File: src/rtl/fifo_ctrl_pkg.sv
// Shared sizing constants for the 16-entry transaction-layer FIFO.
package fifo_ctrl_pkg;
    localparam int DEPTH  = 16;
    localparam int ADDR_W = 4;
    localparam int PTR_W  = ADDR_W + 1;
endpackage

File: src/rtl/fifo_ptr_cnt.sv
// Wrap-bit pointer register: increments modulo 2**W, with synchronous clear.
module fifo_ptr_cnt
    import fifo_ctrl_pkg::*;
#(
    parameter int W = PTR_W
) (
    input  logic         clk,
    input  logic         rst_n,
    input  logic         clr,
    input  logic         inc,
    output logic [W-1:0] ptr
);

    logic [W-1:0] ptr_q;
    logic [W-1:0] ptr_d;

    always_comb begin
        ptr_d = ptr_q;
        if (clr) begin
            ptr_d = '0;
        end else if (inc) begin
            // Carry out of the address bits naturally toggles the wrap bit.
            ptr_d = ptr_q + W'(1);
        end
    end

    always_ff @(posedge clk or negedge rst_n) begin
        if (!rst_n) begin
            ptr_q <= '0;
        end else begin
            ptr_q <= ptr_d;
        end
    end

    assign ptr = ptr_q;

endmodule

File: src/rtl/fifo_ctrl.sv
// Pointer, status-flag and sticky-error controller sitting in front of the FIFO storage array.
module fifo_ctrl
    import fifo_ctrl_pkg::*;
#(
    parameter int AF_LEVEL = 12,
    parameter int AE_LEVEL = 4
) (
    input  logic              clk,
    input  logic              rst_n,
    input  logic              wr,
    input  logic              rd,
    input  logic              flush,
    input  logic              clr_err,
    output logic              fifo_we,
    output logic [PTR_W-1:0]  wptr,
    output logic [PTR_W-1:0]  rptr,
    output logic              fifo_full,
    output logic              fifo_empty,
    output logic              almost_full,
    output logic              almost_empty,
    output logic [PTR_W-1:0]  fill_count,
    output logic              fifo_overflow,
    output logic              fifo_underflow
);

    localparam logic [PTR_W-1:0] AF_CNT = PTR_W'(AF_LEVEL);
    localparam logic [PTR_W-1:0] AE_CNT = PTR_W'(AE_LEVEL);

    logic we_ok;
    logic re_ok;
    logic ovf_set;
    logic unf_set;
    logic ovf_q, ovf_d;
    logic unf_q, unf_d;

    assign we_ok = wr & ~fifo_full;
    assign re_ok = rd & ~fifo_empty;

    // Flush wins over both requests; rst_n gating keeps the array quiet during reset.
    assign fifo_we = we_ok & ~flush & rst_n;

    fifo_ptr_cnt #(.W(PTR_W)) u_wptr (
        .clk   (clk),
        .rst_n (rst_n),
        .clr   (flush),
        .inc   (we_ok),
        .ptr   (wptr)
    );

    fifo_ptr_cnt #(.W(PTR_W)) u_rptr (
        .clk   (clk),
        .rst_n (rst_n),
        .clr   (flush),
        .inc   (re_ok),
        .ptr   (rptr)
    );

    assign fill_count   = wptr - rptr;
    assign fifo_empty   = (wptr == rptr);
    assign fifo_full    = (wptr[ADDR_W] != rptr[ADDR_W]) &
                          (wptr[ADDR_W-1:0] == rptr[ADDR_W-1:0]);
    assign almost_full  = (fill_count >= AF_CNT);
    assign almost_empty = (fill_count <= AE_CNT);

    assign ovf_set = wr & fifo_full  & ~flush;
    assign unf_set = rd & fifo_empty & ~flush;

    always_comb begin
        ovf_d = ovf_q & ~clr_err;
        unf_d = unf_q & ~clr_err;
        if (ovf_set) ovf_d = 1'b1;
        if (unf_set) unf_d = 1'b1;
    end

    always_ff @(posedge clk or negedge rst_n) begin
        if (!rst_n) begin
            ovf_q <= 1'b0;
            unf_q <= 1'b0;
        end else begin
            ovf_q <= ovf_d;
            unf_q <= unf_d;
        end
    end

    assign fifo_overflow  = ovf_q;
    assign fifo_underflow = unf_q;

endmodule

File: config.mk
export PLATFORM = sky130hd
export DESIGN_NAME = fifo_ctrl
export DESIGN_NICKNAME = d
export VERILOG_FILES = /design/src/rtl/fifo_ctrl_pkg.sv /design/src/rtl/fifo_ptr_cnt.sv /design/src/rtl/fifo_ctrl.sv
export SDC_FILE = /design/constraint.sdc
export NUM_CORES = 1
export LEC_CHECK = 0
export ABC_AREA = 1
export BUFFER_PORTS_ARGS = -buffer_cell sky130_fd_sc_hd__buf_4
export CORE_ASPECT_RATIO = 0.75
export CORE_MARGIN = 3
export CORE_UTILIZATION = 48
export CTS_BUF_LIST = sky130_fd_sc_hd__clkbuf_8 sky130_fd_sc_hd__clkbuf_16
export DETAILED_ROUTE_END_ITERATION = 8
export PLACE_DENSITY = 0.77
export SYNTH_ARGS = -nofsm -noshare
export SYNTH_HDL_FRONTEND = slang
export SYNTH_HIERARCHICAL = 1
export SYNTH_SLANG_ARGS = --single-unit
File: constraint.sdc
create_clock -name clk -period 5.4 [get_ports clk]
set_clock_uncertainty 0.05 [all_clocks]
set_input_delay 1.62 -clock clk [delete_from_list [all_inputs] [get_ports clk]]
set_output_delay 1.62 -clock clk [all_outputs]
set_load 0.05 [all_outputs]
* Yosys cells after proc, flatten, opt, wreduce, memory -nomap -nowiden *
Index checks and enable logic that the tools add are counted.

word-level totals
  register bits = 12
  input port bits = 6
  output and inout bits = 22
  logic and storage cells = 35

cells by class
  add/sub/neg operators = 3
  magnitude comparators = 2
  equality and inequality tests = 3
  muxes and demuxes = 6
  bitwise gates (word level) = 15
  reductions and logical operators = 2

operators by type and width
  kind                   number
  $mux W5                4
  $and A1 B1 Y1          11
  $add A5 B1 Y5 const B  2
  $eq A5 B5 Y1           1
  $ge A5 B4 Y1 const B   1
  $le A5 B3 Y1 const B   1
  $sub A5 B5 Y5          1
  $eq A4 B4 Y1           1
  $not A1 Y1             4
  $reduce_bool A2 Y1     2
  $mux W1                2
  $ne A1 B1 Y1           1

* Logic depth before layout (Yosys ltp) *
  depth in word-level cells = 6
  depth in mapped cells = 11
  gate-level depth less buffers = 11

* Cells and area by module *
Netlist, hierarchy kept.

modules (own cells, without submodules)
  module        times used  cells each  area each (µm²)  seq. area each (µm²)
  fifo_ptr_cnt  2           32          266.5            125.1
  fifo_ctrl     1           65          400.4            50.0

* Worst setup path after synthesis *
OpenSTA, ideal clock, no wires.

  path kind = input port to output port
  from = input flush
  to = output fifo_we
  arrival time = 2.913 ns
  required time = 3.730 ns
  slack = 0.817 ns
  stages = 3
  path buffers = 0
  path through = inv_1 -> nand2_1 -> nor3b_1

on the way
  word-level cells in the longest chain between the ends = 3

RTL lines
  item                        line             source
  start, declared             fifo_ctrl.sv:12  input logic flush,
  $not A1 Y1                  fifo_ctrl.sv:40  assign fifo_we = we_ok & ~flush & rst_n;
  $and A1 B1 Y1 (2 in a row)  fifo_ctrl.sv:40
  end, declared               fifo_ctrl.sv:14  output logic fifo_we,

Every way passes these cells.

* Worst setup path after layout *
Same ends and word-level chain as after synthesis.

==> out/metrics.yaml <==
sta:
  layout_min_cycle_time_ps: 4102
  fin_crit_sh_pct: 75.95
  rsz0062_at_grt: "false"
  setup-violations-final: 0
  finalSetupTns_ps: 0
  clock.fmax_ghz: 0.2438
  final_max_slew_viol_count: 0
  hold_violations: 0
  worstMarginPinSlew_ps: 436.8
  relSlewSlack_pct: 70.78
power_and_ir_drop:
  vdd_ir_drop_max_v: 0.0002243
  cellPowerDensity_nw_per_um2: 400.0
  p_leak_nw: 0.6831
  total_power_uw: 487.5
finish:
  antenna_cells: 0
  area_growth_pct: 30.56
  finish.utilization_pct: 68.11
  nets: 174
  drive_gt1_share_pct: 30.63
detailed_routing:
  drc: 0
  vias_per_cell: 4.769
  wl_per_cell_microns: 11.82
  final_antenna_net_count: 0
  drt_iter0_drc: 29
  routed-via-count: 868
  drt_first_pass_iters: 4
  finalWirelength_microns: 2151
synthesis:
  synth_top_cell_area_share_pct: 32.17
  seq_area_frac_synth_pct: 32.17
  synth_seq_cells: 12
  avgSynthCellArea_sq_um: 7.236
  synth_most_common_cell: "nand2_1"
  ys.flop_type: "dfrtp_1"
  yosysTopAreaCell: "dfrtp_1"
  synthDistinctLibCells: 22
  netlist_area_sq_um: 933.4
  synth_fp_nets: 142
  synth_cells: 129
  netlist_top_cells_area: "dfrtp_1 32%, nand2_1 10%, inv_1 9.7%, ha_1 8.0%, nor2_4 6.0%"
  synth_commonest_cells: "25 x nand2_1, 24 x inv_1, 12 x dfrtp_1, 12 x nor2_1, 10 x nand3_1"
  synthArstFlopShare_pct: 100.0
  yosysWarnings: 6
  synth-edff-count: 0
setup_path:
  r2r_cells: 9
  cp.required_ps: 3730
  crit_fanout: 7
  cp_data_arrival_time_ps: 2430
  cp-end-kind: "primary output"
  cp-start-kind: "input port"
  critPathKind: "in2out"
placement:
  port-buffer-count: 27
  place_hpwl_microns: 1755
  gp_congestion: 0.7566
clocking:
  cts_resized: 0
  ctsHoldBuffers: 0
  cts_setup_buffers: 0
  clockBufferDepth: 2
  htreeDepth: 1
  cts_sinks: 12
  cts_buffers: 3
  clk_latency_ps: 240
  cts_root_buf: "clkbuf_8"
  tritoncts: "built"
  clk_pin_slew_ps: 60
floorplan:
  pin_count: 28
  core_area_sq_um: 1789
  die_width_microns: 56.92
  die_area_sq_um: 2515
  initial_core_util_pct: 52.17
  die_h_microns: 44.19
  rows: 13
grt:
  grt_pass1_wl_microns: 3677
  gr-total-overflow: 0
  grt_max_degree: 14
  grt_pass1_vias: 816
  grt_usage_pct: 19.18
  antenna_found_initial: 0
hold_path:
  hold_depth: 2
  hold_path_class: "reg2reg"
outcome:
  outcome: "complete, no violations"
run:
  maxCapViolCount: 0
-- final cells by class --
cell class | count | area, sq um
clock buffers | 4 | 55.05
fillers | 154 | 570.5
inverters | 30 | 113.9
multi-input cells | 87 | 519.2
flip-flops and latches | 12 | 300.3
well taps | 22 | 27.53
repair buffers | 27 | 202.7
-- power breakdown --
group	switching, mW	internal, mW
registers	0.00956	0.0966
clock network	0.0353	0.0645
logic	0.198	0.0833
total	0.243	0.244
-- layer usage --
metal | vias to the layer above | routed length, microns | track usage (%)
met5 | - | 0 | 0
met4 | 0 | 17 | 4.167
met3 | 2 | 133 | 5.539
met2 | 22 | 993 | 31.66
met1 | 387 | 1008 | 25.27
li1 | 457 | - | -
-- critical path, cell delays in order --
cell	delay, ps
buf_4	150
inv_1	90
nand2_1	80
nor3b_1	240
buf_4	240
-- flip-flops by register name (all words and copies together) (netlist names) --
| register | flops |
|---|---|
| fifo_overflow | 1 |
| u_rptr/ptr | 5 |
| u_wptr/ptr | 5 |
| fifo_underflow | 1 |
-- final timing paths --
kind	startpoint	endpoint	slack, ps
hold / removal	fifo_overflow	fifo_overflow	440
setup / recovery	flush	fifo_we	1300
hold reg to reg	fifo_overflow	fifo_overflow	440
setup reg to reg	u_rptr/ptr[2]	u_wptr/ptr[3]	3410
min in group asynchronous	rst_n	u_rptr/ptr[0]	1160
max in group asynchronous	rst_n	u_wptr/ptr[4]	3980
-- per-stage QoR --
| stage | hold WS [ps] | setup slack [ps] | cell area [sq um] | std cells |
|---|---|---|---|---|
| 2_1_floorplan | 704.6 | 816.8 | 933.4 | 129 |
| 3_3_place_gp | 415.6 | 1381 | 1164 | 178 |
| 3_5_place_dp | 438.5 | 1380 | 1164 | 178 |
| 4_1_cts | 451.3 | 1296 | 1219 | 182 |
| 5_1_grt | 484.6 | 1226 | 1219 | 182 |
| 6_report | 443.1 | 1299 | 1219 | 182 |
-- placed cells by master (no fill, tap or decap) --
master and n:
clkbuf_8 4, a21oi_1 6, fa_1 1, o31ai_1 1, nand2_2 4, nand4_2 1
buf_4 27, nand2_1 25, nor3_1 2, o21ai_1 3, xnor2_1 2, nand3_1 10
nor2_4 5, nand3_2 1, nor3b_1 1, inv_2 2, inv_1 24, clkinv_1 3
clkinv_2 1, dfrtp_1 12, ha_1 6, nor2_1 12, nor2_2 4, or2_1 3
-- cells by family after synthesis --
group,Yosys count,share of synthesized area [%]
and+or+nand+nor,68,37.93
xor gates and xnor gates,2,1.877
AOI/OAI and AO/OA,10,5.630
DFF,12,32.17
adders and majority gates,7,10.19
buffers and inverters,30,12.20
Note: power is estimated with default switching activity, not from simulation.
